==> src/rtl/instr_sequencer.sv <==
// Program RAM plus issue FSM that feeds the lab6 cpu one instruction at a time, pacing on cpu `w`.
// Build option SEQ_SINGLE_STEP_EN adds a `step` input and a HOLD state between instructions.
module instr_sequencer #(
   parameter int ADDR_W  = 4,
   parameter int TIMEOUT = 64
) (
   input  logic              clk,
   input  logic              reset,
   input  logic              prog_we,
   input  logic [ADDR_W-1:0] prog_addr,
   input  logic [15:0]       prog_data,
   input  logic [ADDR_W:0]   prog_len,
   input  logic              start,
   input  logic              cpu_w,
`ifdef SEQ_SINGLE_STEP_EN
   input  logic              step,
`endif
   output logic [15:0]       cpu_in,
   output logic              cpu_load,
   output logic              cpu_s,
   output logic [ADDR_W-1:0] pc,
   output logic              busy,
   output logic              done,
   output logic              err,
   output logic [2:0]        dbg_state
);

   localparam int DEPTH = 1 << ADDR_W;
   localparam logic [ADDR_W:0] DEPTH_L = (ADDR_W+1)'(DEPTH);
   localparam logic [ADDR_W:0] ONE_L   = (ADDR_W+1)'(1);
   localparam logic [7:0]      TO_LAST = 8'(TIMEOUT - 1);

   typedef enum logic [2:0] {
      S_IDLE  = 3'd0,
      S_LOAD  = 3'd1,
      S_GO    = 3'd2,
      S_WDROP = 3'd3,
      S_WRISE = 3'd4,
      S_DONE  = 3'd5,
      S_ERR   = 3'd6
`ifdef SEQ_SINGLE_STEP_EN
      , S_HOLD = 3'd7
`endif
   } state_t;

   state_t            state_q, state_d;
   logic [ADDR_W-1:0] pc_q, pc_d;
   logic [ADDR_W:0]   len_q, len_d;
   logic [7:0]        cnt_q, cnt_d;
   logic [15:0]       cpu_in_q, cpu_in_d;
   logic              load_q, load_d;
   logic              s_q, s_d;
   logic              busy_q, busy_d;
   logic              done_q, done_d;
   logic              err_q, err_d;
   logic [15:0]       mem [DEPTH];
   logic              we_ok;
   logic              last_instr;

   assign we_ok      = prog_we && (state_q == S_IDLE);
   assign last_instr = (({1'b0, pc_q} + ONE_L) == len_q);

   always_ff @(posedge clk) begin
      if (we_ok) mem[prog_addr] <= prog_data;
   end

   always_comb begin
      state_d  = state_q;
      pc_d     = pc_q;
      len_d    = len_q;
      cnt_d    = cnt_q;
      err_d    = err_q;
      cpu_in_d = cpu_in_q;
      case (state_q)
         S_IDLE: begin
            if (start) begin
               err_d = 1'b0;
               if (prog_len == '0) begin
                  state_d = S_DONE;
               end else begin
                  len_d   = (prog_len > DEPTH_L) ? DEPTH_L : prog_len;
                  pc_d    = '0;
                  state_d = S_LOAD;
               end
            end
         end
         S_LOAD: state_d = S_GO;
         S_GO: begin
            cnt_d   = '0;
            state_d = S_WDROP;
         end
         S_WDROP: begin
            if (!cpu_w) begin
               cnt_d   = '0;
               state_d = S_WRISE;
            end else if (cnt_q == TO_LAST) begin
               err_d   = 1'b1;
               state_d = S_ERR;
            end else begin
               cnt_d = cnt_q + 8'd1;
            end
         end
         S_WRISE: begin
            if (cpu_w) begin
               if (last_instr) begin
                  state_d = S_DONE;
               end else begin
`ifdef SEQ_SINGLE_STEP_EN
                  state_d = S_HOLD;
`else
                  pc_d    = pc_q + 1'b1;
                  state_d = S_LOAD;
`endif
               end
            end else if (cnt_q == TO_LAST) begin
               err_d   = 1'b1;
               state_d = S_ERR;
            end else begin
               cnt_d = cnt_q + 8'd1;
            end
         end
`ifdef SEQ_SINGLE_STEP_EN
         S_HOLD: begin
            if (step) begin
               pc_d    = pc_q + 1'b1;
               state_d = S_LOAD;
            end
         end
`endif
         S_DONE:  state_d = S_IDLE;
         S_ERR:   state_d = S_ERR;
         default: state_d = S_IDLE;
      endcase
      // Forward a same-cycle RAM write so the first LOAD sees the new word.
      if (state_d == S_LOAD) begin
         cpu_in_d = (we_ok && (prog_addr == pc_d)) ? prog_data : mem[pc_d];
      end
   end

   assign load_d = (state_d == S_LOAD);
   assign s_d    = (state_d == S_GO);
   assign busy_d = (state_d != S_IDLE);
   assign done_d = (state_d == S_DONE);

   always_ff @(posedge clk) begin
      if (reset) begin
         state_q  <= S_IDLE;
         pc_q     <= '0;
         len_q    <= '0;
         cnt_q    <= '0;
         cpu_in_q <= '0;
         load_q   <= 1'b0;
         s_q      <= 1'b0;
         busy_q   <= 1'b0;
         done_q   <= 1'b0;
         // A reset out of the error trap keeps the flag so the cause stays visible.
         err_q    <= (state_q == S_ERR) ? err_q : 1'b0;
      end else begin
         state_q  <= state_d;
         pc_q     <= pc_d;
         len_q    <= len_d;
         cnt_q    <= cnt_d;
         cpu_in_q <= cpu_in_d;
         load_q   <= load_d;
         s_q      <= s_d;
         busy_q   <= busy_d;
         done_q   <= done_d;
         err_q    <= err_d;
      end
   end

   assign cpu_in    = cpu_in_q;
   assign cpu_load  = load_q;
   assign cpu_s     = s_q;
   assign pc        = pc_q;
   assign busy      = busy_q;
   assign done      = done_q;
   assign err       = err_q;
   assign dbg_state = state_q;

endmodule

==> config.mk <==
export PLATFORM = sky130hd
export DESIGN_NAME = instr_sequencer
export DESIGN_NICKNAME = d
export VERILOG_FILES = /design/src/rtl/instr_sequencer.sv
export SDC_FILE = /design/constraint.sdc
export NUM_CORES = 1
export LEC_CHECK = 0
export BUFFER_PORTS_ARGS = -buffer_cell sky130_fd_sc_hd__buf_2
export CORE_MARGIN = 3
export CORE_UTILIZATION = 61
export CTS_BUF_LIST = sky130_fd_sc_hd__clkbuf_16
export CTS_CLUSTER_DIAMETER = 120
export CTS_CLUSTER_SIZE = 8
export DETAILED_ROUTE_END_ITERATION = 7
export PLACE_DENSITY = 0.79
export SKIP_LAST_GASP = 1
export SLEW_MARGIN = 40
export SYNTH_ARGS = -nofsm -noshare
export SYNTH_HDL_FRONTEND = slang
export SYNTH_SLANG_ARGS = --single-unit
==> constraint.sdc <==
create_clock -name clk -period 3.3 [get_ports clk]
set_input_delay 0.165 -clock clk [delete_from_list [all_inputs] [get_ports clk]]
set_output_delay 0.165 -clock clk [all_outputs]
set_load 0.02 [all_outputs]
==> impl_metrics.tcl, run 1 <==
set metrics [dict create \
    outcome "completed" \
    synthesis.nets 1044 \
    powerDensity_mw_per_mm2 563.9 \
    yosys_warnings 0 \
    irDropWorstVdd_v 0.0005096 \
    fin_crit_sh 0.9865 \
    clock_sinks 297 \
    grt_antenna_before_repair 0 \
    worst_ep_arrival_time_ns 3.67 \
    synthCells 1012 \
    vias 9130 \
    ys_seq_area_frac 0.6743 \
    rows 52 \
    detail_route.wl_per_cell_um 23.02 \
    rr_startpoint "pc[0]$_SDFF_PP0_" \
    dpl.hpwl_um 19270 \
    mostFrequentLayoutCell "edfxtp_1" \
    grt_overflow 0 \
    required_ns 3.71 \
    grt_pass1_vias 8828 \
    seqCellArea_mm2 0.008519 \
    drive_gt1_frac 0.1802 \
    cpPeakStageDelay_ns 0.59 \
    dieHeight_um 149.9 \
    core-area_mm2 0.02030 \
    die-area_mm2 0.02247 \
    crit_type "reg -> reg" \
    layout_common_cells "edfxtp_1 (257), nand2_1 (211), nand3_1 (71)" \
    dpl-instance-area_mm2 0.01364 \
    fin_crit_ns 3.255 \
    ys_types 58 \
    cts_tree "yes" \
    cp_top_family "compound AO/OA/AOI/OAI gates" \
    critPathMaxFanout 16 \
    multiInputGateArea_mm2 0.003949 \
    wirelength_um 32780 \
    setup.worst_path.end_class "flip-flop" \
    antenna-diode-count 0 \
    fillCellCount 1292 \
    finalSetupViolations 0 \
    crit_buf_inv 1 \
    grt_max_degree 62 \
    slew_headroom 0.5770 \
    startpoint_type "flip-flop" \
    hp-class "in -> reg" \
    async_reset_ff_frac 0 \
    nets 1157 \
    die_w_um 149.9 \
    holdWs_ns 0.01843 \
    synth-seq-cells 297 \
    p_total_mw 8.479 \
    worstMarginPinSlew_ns 0.6338 \
    hold_viol 0 \
    leakage_nw 5.712 \
    syn_avg_cell_area_um2 12.48 \
    final_area_mm2 0.01504 \
    place_congestion 0.8872 \
    initial_core_util 0.6223 \
    place.port_buffers 57 \
    rsz0062_at_grt "yes" \
    netlist_area_mm2 0.01263 \
    synth_edf_count 257 \
    clockBufferDepth 3 \
    drtAntennaViolNets 0 \
    io_pins 58 \
    areaGrowthSynthToFinish_pct 19.04 \
    firstDrtPassIters 6 \
    route.detailed.drc 0 \
    clock_skew_ns 0.01589 \
    critPathLaunch "pc[0]$_SDFF_PP0_" \
    vias_per_cell 6.412 \
    clk_latency_ns 0.54 \
    ys.flop_type "edfxtp_1" \
    cts_buffers 43 \
    path_cells "ha_1 -> xnor2_1 -> o211ai_1 -> a211oi_4 -> buf_4 -> o31ai_2 -> a211oi_1 -> or4b_4 -> or2_4 -> o21a_1 -> a32o_1" \
    cts.reportedPaths.clkPinSlew_ns 0.05 \
    maxCapViolations 0 \
    cts_root_buf "clkbuf_16" \
    grt_pass1_wl_um 48920 \
    htree_levels 2 \
    max_freq_mhz 307.2 \
    min_from "cpu_w" \
    slew_viol_final 0 \
    regToRegSetupSlack_ns 0.04 \
    cp_slowest_cell "or4b_4" \
    track_usage 0.2872 \
    detail_route.iter0.violations 1032 \
]
## path summary, 6_finish.rpt
kind,cells past startpoint,to
worst max-delay path,11,cpu_in[3]$_SDFFE_PP0P_
worst min-delay path,3,cnt_q[7]$_SDFFE_PP0P_
worst max register to register,11,cpu_in[3]$_SDFFE_PP0P_
worst min register to register,1,cpu_in[13]$_SDFFE_PP0P_
## sequential cells by signal, indices dropped and copies added (netlist names)
register,flops
len_q,5
pc,4
cnt_q,8
dbg_state,3
done,1
busy,1
cpu_load,1
err,1
mem,256
cpu_s,1
cpu_in,16
## cell usage after synthesis, types with 5 or more instances
master / number / share of area
dfxtp_1: 40 / 0.063
a21oi_1: 13 / 0.0052
a32o_1: 32 / 0.025
edfxtp_1: 257 / 0.61
nand2b_1: 8 / 0.0040
clkbuf_1: 47 / 0.014
nor2_1: 44 / 0.013
nand2_1: 212 / 0.063
buf_2: 12 / 0.0048
nor3_1: 8 / 0.0032
mux2i_1: 49 / 0.039
nand3_1: 71 / 0.028
a211oi_1: 37 / 0.022
xor2_1: 5 / 0.0035
o31ai_1: 19 / 0.011
o21ai_0: 40 / 0.016
o211ai_1: 6 / 0.0036
nor2b_1: 8 / 0.0040
and3_1: 6 / 0.0030
inv_1: 5 / 0.0015
o21a_1: 18 / 0.011
a41o_1: 16 / 0.013
xnor2_1: 7 / 0.0049
## tightest hold or removal path, cell delays in order
cell and delay [ns]:
buf_2 0.16, nand2_1 0.08, a2111oi_0 0.08
## per-stage QoR
stage                     setup TNS, ns  std cells  utilization  setup slack [ns]
after floorplan                       0       1012            -           0.08805
after global placement                0       1339       0.6718           0.06004
after detailed placement         -1.018       1339       0.6718           -0.1013
after CTS                             0       1416       0.7336          0.003270
after global routing            -0.5467       1424       0.7408          -0.05689
final                                 0       1424       0.7408           0.04468
## cells by family (layout without fill, tap and decap cells)
| kind of cell | after synthesis | after routing | synth area share |
|---|---|---|---|
| flops | 297 | 297 | 0.6743 |
| mux | 49 | 49 | 0.03883 |
| simple gates | 381 | 381 | 0.1328 |
| buf+inv | 69 | 211 | 0.02318 |
| xor+xnor | 12 | 12 | 0.008320 |
| fa+ha+maj | 2 | 2 | 0.001981 |
| compound gates | 202 | 202 | 0.1205 |
## power by group
group / leakage (nW) / switching [mW] / internal, mW / total [mW]
clock: 0.697 / 1.53 / 2.34 / 3.86
combinational: 2.37 / 0.287 / 0.146 / 0.433
sequential: 2.65 / 0.0315 / 4.15 / 4.18
total: 5.71 / 1.84 / 6.63 / 8.48
## area by class of cell
cell class	instances	share of cell area
timing repair buffer	132	0.06607
clock inverter	31	0.009486
sequential	297	0.5666
multi-input combinational	646	0.2626
inverter	5	0.001248
tap	270	0.02247
clock buffer	43	0.07156
## layer usage
metal	routed length, um	up-vias	track usage
met5	0	-	0
li1	-	4050	-
met4	1209	0	0.1221
met2	15830	500	0.4636
met1	12620	4485	0.3849
met3	3126	95	0.05542
## what timing repair did
item                       4_1_cts  5_1_grt
pin swaps                        0        3
hold buffers                     3        0
cloned                           0        1
hold endpoints to repair         3        0
buffers inserted                 0        7
setup endpoints to repair       16       16
gates resized for setup          2       13
(Power assumes the default switching activity.)
==> inputs of run 2 (changes only) <==
- CELL_PAD_IN_SITES_DETAIL_PLACEMENT: unset -> 1
- CELL_PAD_IN_SITES_GLOBAL_PLACEMENT: unset -> 1
- CORE_UTILIZATION: 61 -> 50
==> impl_metrics.tcl, run 2 (synthesis gave the netlist of run 1 again) <==
set metrics [dict create \
    final-instance-count-excl-fill 1466 \
    final_util 0.6150 \
    dpl.hpwl_um 22010 \
    leakage_nw 5.676 \
    layout_common_cells "edfxtp_1 (257), nand2_1 (211), nand3_1 (71)" \
    firstDrtPassIters 5 \
    dpl-instance-area_mm2 0.01370 \
    final_area_mm2 0.01513 \
    drtAntennaViolNets 0 \
    critPathMaxFanout 16 \
    crit_end "cpu_in[0]$_SDFFE_PP0P_" \
    place_congestion 0.8003 \
    fillCellCount 2404 \
    maxCapViolations 0 \
    p_sw_frac 0.2280 \
    nets 1147 \
    regMostFlops "mem" \
    cts_tree "yes" \
    required_ns 3.73 \
    max_freq_mhz 306.4 \
    cts_root_buf "clkbuf_16" \
    path_cells "ha_4 -> xnor2_1 -> o211ai_1 -> buf_4 -> a211o_1 -> nand3_1 -> a211oi_1 -> or4b_4 -> or2_4 -> o21a_1 -> a32o_1" \
    r2r-end "cpu_in[0]$_SDFFE_PP0P_" \
    regToRegSetupSlack_ns 0.04 \
    die-area_mm2 0.02721 \
    clk_latency_ns 0.55 \
    startpoint_type "flip-flop" \
    pwr-share-comb 0.052 \
    seqPwrFrac 0.486 \
    finalSetupViolations 0 \
    detail_route.iter0.violations 883 \
    grt_pass1_wl_um 58040 \
    highest_layer "met5" \
    route.detailed.drc 0 \
    wl_met2_um 19440 \
    place.port_buffers 57 \
    hold_depth 4 \
    cp_slowest_cell "or4b_4" \
    dieHeight_um 164.9 \
    io_pins 58 \
    irDropWorstVdd_v 0.0004706 \
    vias_per_cell 6.296 \
    place_ws_ns -0.1076 \
    r2r_cells 11 \
    worstMarginPinSlew_ns 0.6456 \
    clock_power_share 0.462 \
    vias 9230 \
    fin_ws_ns 0.03665 \
    switchingPower_mw 1.963 \
    powerDensity_mw_per_mm2 568.8 \
    rr_startpoint "pc[0]$_SDFF_PP0_" \
    setup.worst_path.end_class "flip-flop" \
    multiInputGateArea_mm2 0.003968 \
    critPathLaunch "pc[0]$_SDFF_PP0_" \
    largest_register_ff_count 256 \
    die_w_um 164.9 \
    initial_core_util 0.5134 \
    hold_viol 0 \
    fin_crit_sh 0.9889 \
    grt_pass1_vias 9843 \
    dp.cells 1385 \
    wl_met1_um 15280 \
    worst_ep_arrival_time_ns 3.69 \
    htree_levels 2 \
    grt_max_degree 65 \
    seqCellArea_mm2 0.008518 \
    clockBufferDepth 3 \
    p_total_mw 8.607 \
    drive_gt1_frac 0.1727 \
    clock_skew_ns 0.02571 \
    slew_headroom 0.5672 \
    mostFrequentLayoutCell "edfxtp_1" \
    internal_power_mw 6.644 \
    cpPeakStageDelay_ns 0.58 \
    wl_met3_um 2925 \
    crit_type "reg -> reg" \
    outcome "completed" \
    detail_route.wl_per_cell_um 26.56 \
    cts.reportedPaths.clkPinSlew_ns 0.05 \
    fin_crit_ns 3.263 \
    track_usage 0.2859 \
    clock_sinks 297 \
    grt_antenna_before_repair 2 \
    hp-class "in -> reg" \
    areaGrowthSynthToFinish_pct 19.79 \
    wirelength_um 38930 \
    core-area_mm2 0.02460 \
    cts_buffers 43 \
    grt_overflow 0 \
    rows 57 \
    slew_viol_final 0 \
]
## run 2: cell types whose count changed in the layout (fill, tap and decap cells not counted), sizes merged
cell / change
clkbuf: +2
inv: -3
buf: -12
diode: +1
## run 2: area by class of cell
type                    count  area share
clock buffers              43     0.07111
repair buffers            122     0.06582
clock inverters            28    0.009757
diodes                      1   0.0001654
flip-flops and latches    297      0.5629
inverters                   5    0.001240
well taps                 324     0.02679
multi-input cells         646      0.2622
## run 2: worst min path at each step
stage	from	to	slack (ns)
2_1_floorplan	prog_data[0]	mem[0][0]$_DFFE_PP_	0.26
3_3_place_gp	prog_len[3]	len_q[3]$_SDFFE_PP0P_	0.45
3_5_place_dp	cpu_in[14]$_SDFFE_PP0P_	cpu_in[14]$_SDFFE_PP0P_	0.46
4_1_cts	prog_data[8]	mem[1][8]$_DFFE_PP_	0.006
5_1_grt	prog_data[8]	mem[2][8]$_DFFE_PP_	0.03
6_report	prog_len[1]	len_q[1]$_SDFFE_PP0P_	0.02
## run 2: critical path: cells and delay by family, from the launching register on
| kind | cells | cell delay [ns] |
|---|---|---|
| XOR/XNOR | 1 | 0.16 |
| AND/OR/NAND/NOR | 3 | 1.12 |
| adder cells (fa/ha/maj) | 1 | 0.21 |
| flip-flops | 1 | 0.38 |
| buffers and inverters | 1 | 0.16 |
| AO/OA/AOI/OAI | 5 | 1.11 |
## run 2: per-stage QoR
step,TNS [ns],hold WS [ns]
6_report,0,0.02184
5_1_grt,-0.6151,0.02981
4_1_cts,0,0.006445
3_5_place_dp,-1.423,0.4587
3_3_place_gp,0,0.4470
2_1_floorplan,0,0.2639
## run 2: routing by layer
metal,up-vias,global-route usage
met4,2,0.1128
met5,-,0
met3,98,0.04289
li1,4032,-
met2,400,0.4826
met1,4698,0.3735
## run 2: timing repair
item                                    in CTS  in global routing
gates resized for setup                      3                 12
hold endpoints to repair                     3                  0
pin swaps                                    0                  4
cloned                                       0                  3
endpoints found under the setup margin      16                 16
hold buffers                                 3                  0
buffers inserted                             0                  3
## run 2: power by group through the flow
stage                     registers (mW)  clock network [mW]  logic, mW
final                               4.18                3.97      0.450
after global routing                4.18                4.19      0.484
after CTS                           4.18                4.01      0.440
after detailed placement            4.25                   0      0.429
after global placement              4.25                   0      0.408
after floorplan                     4.28                   0      0.193
